[config.mk]
export PLATFORM = sky130hd
export DESIGN_NAME = wav_dfi_lp_responder
export DESIGN_NICKNAME = d
export VERILOG_FILES = /design/src/rtl/wav_dfi_lp_pkg.sv /design/src/rtl/wav_dfi_lp_chan.sv /design/src/rtl/wav_dfi_lp_responder.sv
export SDC_FILE = /design/constraint.sdc
export NUM_CORES = 1
export LEC_CHECK = 0
export CAP_MARGIN = 20
export CORE_MARGIN = 2
export CORE_UTILIZATION = 40
export CTS_CLUSTER_DIAMETER = 40
export DETAILED_ROUTE_END_ITERATION = 12
export SLEW_MARGIN = 15
export SYNTH_ARGS = -nofsm -noshare
export SYNTH_HDL_FRONTEND = slang
export SYNTH_SLANG_ARGS = --single-unit
[constraint.sdc]
create_clock -name clock -period 3.5 [get_ports clock]
set_input_delay 0.7 -clock clock [delete_from_list [all_inputs] [get_ports clock]]
set_output_delay 0.7 -clock clock [all_outputs]
set_load 0.05 [all_outputs]
[src/rtl/wav_dfi_lp_pkg.sv]
// Shared types and helpers for the DFI low-power responder.
// Optional stats counters are enabled with WAV_DFI_LP_RESP_STATS_EN.
package wav_dfi_lp_pkg;

  typedef enum logic [1:0] {IDLE, WAIT, ACK, EXIT} lp_state_e;

  localparam int unsigned LP_WAKEUP_W = 6;

  function automatic logic [LP_WAKEUP_W-1:0] sat_exit(
    input logic [LP_WAKEUP_W-1:0] wakeup,
    input int unsigned            max
  );
    if (32'(wakeup) > max) sat_exit = LP_WAKEUP_W'(max);
    else                   sat_exit = wakeup;
  endfunction

endpackage

[src/rtl/wav_dfi_lp_chan.sv]
// One DFI low-power handshake channel: IDLE/WAIT/ACK/EXIT FSM with delay counters.
// Entry/abort counters are present only with WAV_DFI_LP_RESP_STATS_EN.
module wav_dfi_lp_chan
  import wav_dfi_lp_pkg::*;
#(
  parameter int unsigned TLP_RESP = 8,
  parameter int unsigned MAX_EXIT = 63,
  parameter int unsigned DLY_W    = 8
) (
  input  logic                   clock,
  input  logic                   reset,
  input  logic                   req,
  input  logic [LP_WAKEUP_W-1:0] wakeup,
  input  logic [DLY_W-1:0]       cfg_resp_dly,
  input  logic                   cfg_allow,
  output logic                   ack,
  output logic                   active
`ifdef WAV_DFI_LP_RESP_STATS_EN
  ,
  output logic [15:0]            entries,
  output logic [15:0]            aborts
`endif
);

  localparam int unsigned CNT_W = (DLY_W > LP_WAKEUP_W) ? DLY_W : LP_WAKEUP_W;

  lp_state_e              state;
  logic [CNT_W-1:0]       cnt;
  logic [LP_WAKEUP_W-1:0] wk_q;
  logic                   resp_ok;

  // A delay whose ack would land after the MC's tlp_resp window is never acknowledged.
  assign resp_ok = (32'(cfg_resp_dly) + 32'd1) <= TLP_RESP;

  always_ff @(posedge clock) begin
    if (reset) begin
      state   <= IDLE;
      cnt     <= '0;
      wk_q    <= '0;
      ack     <= 1'b0;
      active  <= 1'b0;
`ifdef WAV_DFI_LP_RESP_STATS_EN
      entries <= '0;
      aborts  <= '0;
`endif
    end else begin
      case (state)
        IDLE: begin
          if (req) begin
            state <= WAIT;
            cnt   <= CNT_W'(cfg_resp_dly);
            wk_q  <= wakeup;
          end
        end
        WAIT: begin
          if (!req) begin
            state <= IDLE;
`ifdef WAV_DFI_LP_RESP_STATS_EN
            if (aborts != '1) aborts <= aborts + 16'd1;
`endif
          end else begin
            wk_q <= wakeup;
            if (cnt != '0) begin
              cnt <= cnt - CNT_W'(1);
            end else if (cfg_allow && resp_ok) begin
              state  <= ACK;
              ack    <= 1'b1;
              active <= 1'b1;
`ifdef WAV_DFI_LP_RESP_STATS_EN
              if (entries != '1) entries <= entries + 16'd1;
`endif
            end
          end
        end
        ACK: begin
          // wk_q holds the code from the last cycle req was sampled high.
          if (req) begin
            wk_q <= wakeup;
          end else begin
            state  <= EXIT;
            cnt    <= CNT_W'(sat_exit(wk_q, MAX_EXIT));
            active <= 1'b0;
          end
        end
        EXIT: begin
          if (cnt != '0) begin
            cnt <= cnt - CNT_W'(1);
          end else begin
            state <= IDLE;
            ack   <= 1'b0;
          end
        end
        default: state <= IDLE;
      endcase
    end
  end

endmodule

[src/rtl/wav_dfi_lp_responder.sv]
// PHY-side DFI low-power responder: independent control and data channels.
// Define WAV_DFI_LP_RESP_STATS_EN to add per-channel entry/abort counter ports.
module wav_dfi_lp_responder
  import wav_dfi_lp_pkg::*;
#(
  parameter int unsigned TLP_RESP = 8,
  parameter int unsigned MAX_EXIT = 63,
  parameter int unsigned DLY_W    = 8
) (
  input  logic                   clock,
  input  logic                   reset,
  input  logic                   lp_ctrl_req,
  input  logic [LP_WAKEUP_W-1:0] lp_ctrl_wakeup,
  input  logic                   lp_data_req,
  input  logic [LP_WAKEUP_W-1:0] lp_data_wakeup,
  input  logic [DLY_W-1:0]       cfg_resp_dly,
  input  logic                   cfg_ctrl_allow,
  input  logic                   cfg_data_allow,
  output logic                   lp_ctrl_ack,
  output logic                   lp_data_ack,
  output logic                   lp_ctrl_active,
  output logic                   lp_data_active
`ifdef WAV_DFI_LP_RESP_STATS_EN
  ,
  output logic [15:0]            lp_ctrl_entries,
  output logic [15:0]            lp_ctrl_aborts,
  output logic [15:0]            lp_data_entries,
  output logic [15:0]            lp_data_aborts
`endif
);

  wav_dfi_lp_chan #(
    .TLP_RESP (TLP_RESP),
    .MAX_EXIT (MAX_EXIT),
    .DLY_W    (DLY_W)
  ) u_ctrl (
    .clock        (clock),
    .reset        (reset),
    .req          (lp_ctrl_req),
    .wakeup       (lp_ctrl_wakeup),
    .cfg_resp_dly (cfg_resp_dly),
    .cfg_allow    (cfg_ctrl_allow),
    .ack          (lp_ctrl_ack),
    .active       (lp_ctrl_active)
`ifdef WAV_DFI_LP_RESP_STATS_EN
    ,
    .entries      (lp_ctrl_entries),
    .aborts       (lp_ctrl_aborts)
`endif
  );

  wav_dfi_lp_chan #(
    .TLP_RESP (TLP_RESP),
    .MAX_EXIT (MAX_EXIT),
    .DLY_W    (DLY_W)
  ) u_data (
    .clock        (clock),
    .reset        (reset),
    .req          (lp_data_req),
    .wakeup       (lp_data_wakeup),
    .cfg_resp_dly (cfg_resp_dly),
    .cfg_allow    (cfg_data_allow),
    .ack          (lp_data_ack),
    .active       (lp_data_active)
`ifdef WAV_DFI_LP_RESP_STATS_EN
    ,
    .entries      (lp_data_entries),
    .aborts       (lp_data_aborts)
`endif
  );

endmodule

### After elaboration in Yosys (flattened, before gate mapping)

Index checks and enable logic that the tools add are counted.

* logic and storage cells: 96
* bits in registers: 36
* input bits: 26
* output and inout bits: 4

* $add $sub $neg: 3
* equality and inequality tests: 22
* reductions and logical operators: 22
* muxes and demuxes: 38
* order comparisons: 1

Operator list (number)
* $mux 8: 8
* $pmux 8 s4: 2
* $le 32x4->1 const B: 1
* $reduce_and 5->1: 6
* $mux 2: 12
* $ne 2x2->1 const B: 10
* $pmux 2 s4: 2
* $reduce_bool 8->1: 2
* $sub 8x1->8 const B: 2
* $mux 1: 10
* $add 8x1->9 const B: 1
* $eq 2x2->1 const B: 4
* $pmux 1 s2: 4
* $reduce_bool 2->1: 4
* $ne 3x2->1 const B: 2
* $ne 3x3->1 const B: 2
* $reduce_and 3->1: 2
* $reduce_or 3->1: 2
* $eq 2x1->1 const B: 2
* $logic_not 2->1: 2
* $ne 2x1->1 const B: 2
* $reduce_and 2->1: 2
* $logic_and 1x1->1: 2

### Longest topological paths before layout

* depth after elaboration: 7
* depth in mapped cells: 7
* mapped depth without buffers: 6

### Modules after synthesis

Synthesis repeated with hierarchy kept, for this count alone.

* cells, all modules: 240
* area, all modules: 2098.3 sq um

By module, submodules not included
* wav_dfi_lp_chan (u_ctrl): cells each 120, seq. area each 360.3 sq um, area an instance 1059.8 sq um, instances 1
* wav_dfi_lp_chan (u_data): cells each 120, seq. area each 360.3 sq um, area an instance 1038.5 sq um, instances 1

### Worst setup path after synthesis

OpenSTA, ideal clock, no wires.

* path kind: input-to-reg
* start: input cfg_resp_dly[4]
* end: register u_data.ack
* buffers on the path: 0
* required time: 3.405 ns
* path slack: 1.702 ns
* setup time: 0.095 ns
* cell stages on the path: 4
* arrival: 1.702 ns
* cells stage by stage: or3_1 > nor3_2 > nand4_1 > a221oi_1

* cells in the longest elaborated chain, start to end: 5

RTL lines
* start: declaration: RTL line wav_dfi_lp_responder.sv:16 `input logic [DLY_W-1:0] cfg_resp_dly,`
* $add 8x1->9: RTL line wav_dfi_lp_chan.sv:33 `assign resp_ok = (32'(cfg_resp_dly) + 32'd1) <= TLP_RESP;`
* $le 32x4->1: RTL line wav_dfi_lp_chan.sv:33
* $logic_and 1x1->1: RTL line wav_dfi_lp_chan.sv:65 `end else if (cfg_allow && resp_ok) begin`
* $ne 2x1->1 (no line)
* $reduce_and 5->1 (no line)
* end signal: assignment: RTL line wav_dfi_lp_chan.sv:40 `ack <= 1'b0;`
* end signal: assignment: RTL line wav_dfi_lp_chan.sv:67 `ack <= 1'b1;`
* end signal: assignment: RTL line wav_dfi_lp_chan.sv:90 `ack <= 1'b0;`
* end: declaration: RTL line wav_dfi_lp_chan.sv:16 `output logic ack,`

No other way between the ends.
A chain may end at the register's enable or synchronous reset.

### Worst setup path in the final report

Same ends and word-level chain as after synthesis.

==> impl_metrics.yaml <==
run_status:
  outcome: "completed"
finish:
  n_antenna_cell: 0
  layout-drive-gt1-share: 0.125
  final_area_sq_um: 2500
  final.fill_count: 528
  final_net_count: 294
  syn2layout_area_growth_pct: 19.2
cts:
  cts_resized: 0
  clk-insertion-delay-late_ns: 0.29
  clock_sinks: 36
  ctsHoldBuffers: 0
  clk_pin_slew_ns: 0.07
  cts_buffer_depth: 2
  cts_buffers: 5
  htree_levels: 2
  post_cts_buffers: 0
  cts_root_buffer: "clkbuf_8"
  tritoncts: "built"
detailed_routing:
  ant_nets: 0
  dr.pass1.iters: 4
  drc: 0
  routed-via-count: 1880
  routed_wirelength_mm: 5.27
  drt_iter0_drc: 87
  avgRoutedWirePerCell_microns: 15.8
  via_per_inst: 5.63
timing:
  drv_slew: 0
  rsz0062_at_grt: "no"
  hold_violations: 0
  period_share: 0.636
  fin_skew_ns: 0.00632
  fin_hold_ws_ns: 0.472
  tightestPinTransition_ns: 0.930
  relSlewSlack: 0.378
  setup_viol_count_final: 0
  fin_ws_ns: 1.27
  fin_tns_setup_ns: 0
  min_period_ns: 2.23
  fmax_mhz: 449
synth:
  syn_nets: 271
  ys_seq_area_frac: 0.343
  ys_warn_count: 0
  synth_area_sq_um: 2100
  synthArstFlopShare: 0
  synth-main-ff-cell: "dfxtp_1"
  avgSynthCellArea_sq_um: 8.72
  synth.most_common_cell: "dfxtp_1"
  synth_top_area_frac: 0.343
  ys_types: 60
  synth_commonest_cells: "dfxtp_1, nor2_1, a21oi_1, mux2i_1, nand2_1"
  synth-seq-cells: 36
  synthCells: 241
  synth.area.top_cells: "dfxtp_1, mux2i_1, a21oi_1, nor2_1, mux2_2"
  synth-edff-count: 0
  synth_area_leader_cell: "dfxtp_1"
placed_design:
  gp_congestion: 0.870
  port_buffers: 29
  pre_cts_ws_ns: 0.987
  dp_hpwl_mm: 3.77
  placed_area_sq_um: 2430
floorplanning:
  die_h_microns: 76.5
  rows: 26
  core_sq_um: 5070
  design.die.area_sq_um: 5850
  start_util: 0.414
  die_w_microns: 76.5
  ios: 30
min_path:
  hold_start: "u_ctrl.ack"
  holdCritPathClass: "reg -> reg"
global_route:
  grt_pass1_vias: 1774
  antenna_found_initial: 0
  grtUsageTotal: 0.184
  grt_max_degree: 25
  gr-total-overflow: 0
  grt_pass1_wl_mm: 8.67
job:
  drv_cap: 0
pwr:
  ir_drop_mv: 0.158
  finalPower_mw: 0.941
  p_leak_nw: 0.916
  p_per_area_nw_per_um2: 376
worst_setup_path:
  worstSetupStartpointType: "input port"
  cp_max_fo: 5
  crit_arrival_ns: 2.41
  cp-end-kind: "flip-flop"
  cp-startpoint: "cfg_resp_dly[4]"
  crit_required_ns: 3.69
  reg2reg_from: "u_ctrl.state[0]"
  crit_type: "in -> reg"
critical path: stages:
cell             delay, ns
clkdlybuf4s50_1       0.48
or3_1                 0.40
nor3_2                0.35
nand4_1               0.22
a221oi_1              0.26
state kept, by name, indices dropped and copies added, names as in the netlist, 6 cells and up, named ones only:
signal	cells
u_data.cnt	8
u_ctrl.wk_q	6
u_ctrl.cnt	8
u_data.wk_q	6
layout make-up:
| class | instances | area [sq um] | share of cell area |
|---|---|---|---|
| Multi-Input combinational cell | 178 | 1270 | 0.506 |
| Clock inverter | 1 | 5.00 | 0.00200 |
| Clock buffer | 6 | 72.6 | 0.0290 |
| Inverter | 12 | 45.0 | 0.0180 |
| Tap cell | 70 | 87.6 | 0.0350 |
| Timing Repair Buffer | 31 | 305 | 0.122 |
| Sequential cell | 36 | 721 | 0.288 |
kinds of logic (layout without fill, tap and decap cells):
kind of cell,after synthesis,in the layout,share of synthesized area
flops,36,36,0.343
simple gates,80,80,0.226
fa+ha+maj,4,4,0.0238
compound gates,71,71,0.239
buf+inv,27,50,0.0536
mux,23,23,0.114
power breakdown:
| group | leakage [nW] | internal, mW | switching (mW) |
|---|---|---|---|
| sequential | 0.296 | 0.435 | 0.0317 |
| combinational | 0.579 | 0.0952 | 0.0957 |
| clock | 0.0410 | 0.135 | 0.148 |
| total | 0.916 | 0.665 | 0.276 |
metal layers:
metal | vias up | global-route usage | wire length [microns]
met5 | - | 0 | 0
met4 | 0 | 0.0564 | 59
met3 | 6 | 0.0415 | 192
met2 | 34 | 0.312 | 2520
met1 | 906 | 0.233 | 2500
li1 | 934 | - | -
stage by stage:
stage	instances	util
finish	334	0.493
global route	334	0.493
CTS	334	0.493
detailed placement	327	0.478
global placement	327	0.478
floorplan	241	-
cell usage in the layout, fill, tap and decap left out, types with 3 or more instances in the layout:
master / netlist / routed
clkbuf_8: 0 / 5
a21oi_1: 19 / 19
o21a_1: 3 / 3
o21ai_0: 10 / 10
nand2_1: 14 / 14
clkdlybuf4s50_1: 0 / 29
o21ai_1: 3 / 3
nor2_1: 25 / 25
ha_1: 4 / 4
nor2b_1: 3 / 3
o31ai_1: 4 / 4
a31oi_1: 3 / 3
nor3_1: 5 / 5
nand2b_1: 3 / 3
inv_1: 12 / 12
nor4_1: 4 / 4
o2111ai_1: 4 / 4
mux2i_1: 16 / 16
dfxtp_1: 36 / 36
mux2_2: 7 / 7
final timing paths:
| check | to | slack (ns) | cells after the start |
|---|---|---|---|
| hold reg to reg | u_ctrl.ack | 0.47 | 2 |
| setup reg to reg | u_ctrl.cnt[0] | 1.44 | 4 |
| hold / removal | u_ctrl.ack | 0.47 | 2 |
| setup / recovery | u_data.ack | 1.27 | 5 |
Power figures use the tool's default switching activity.
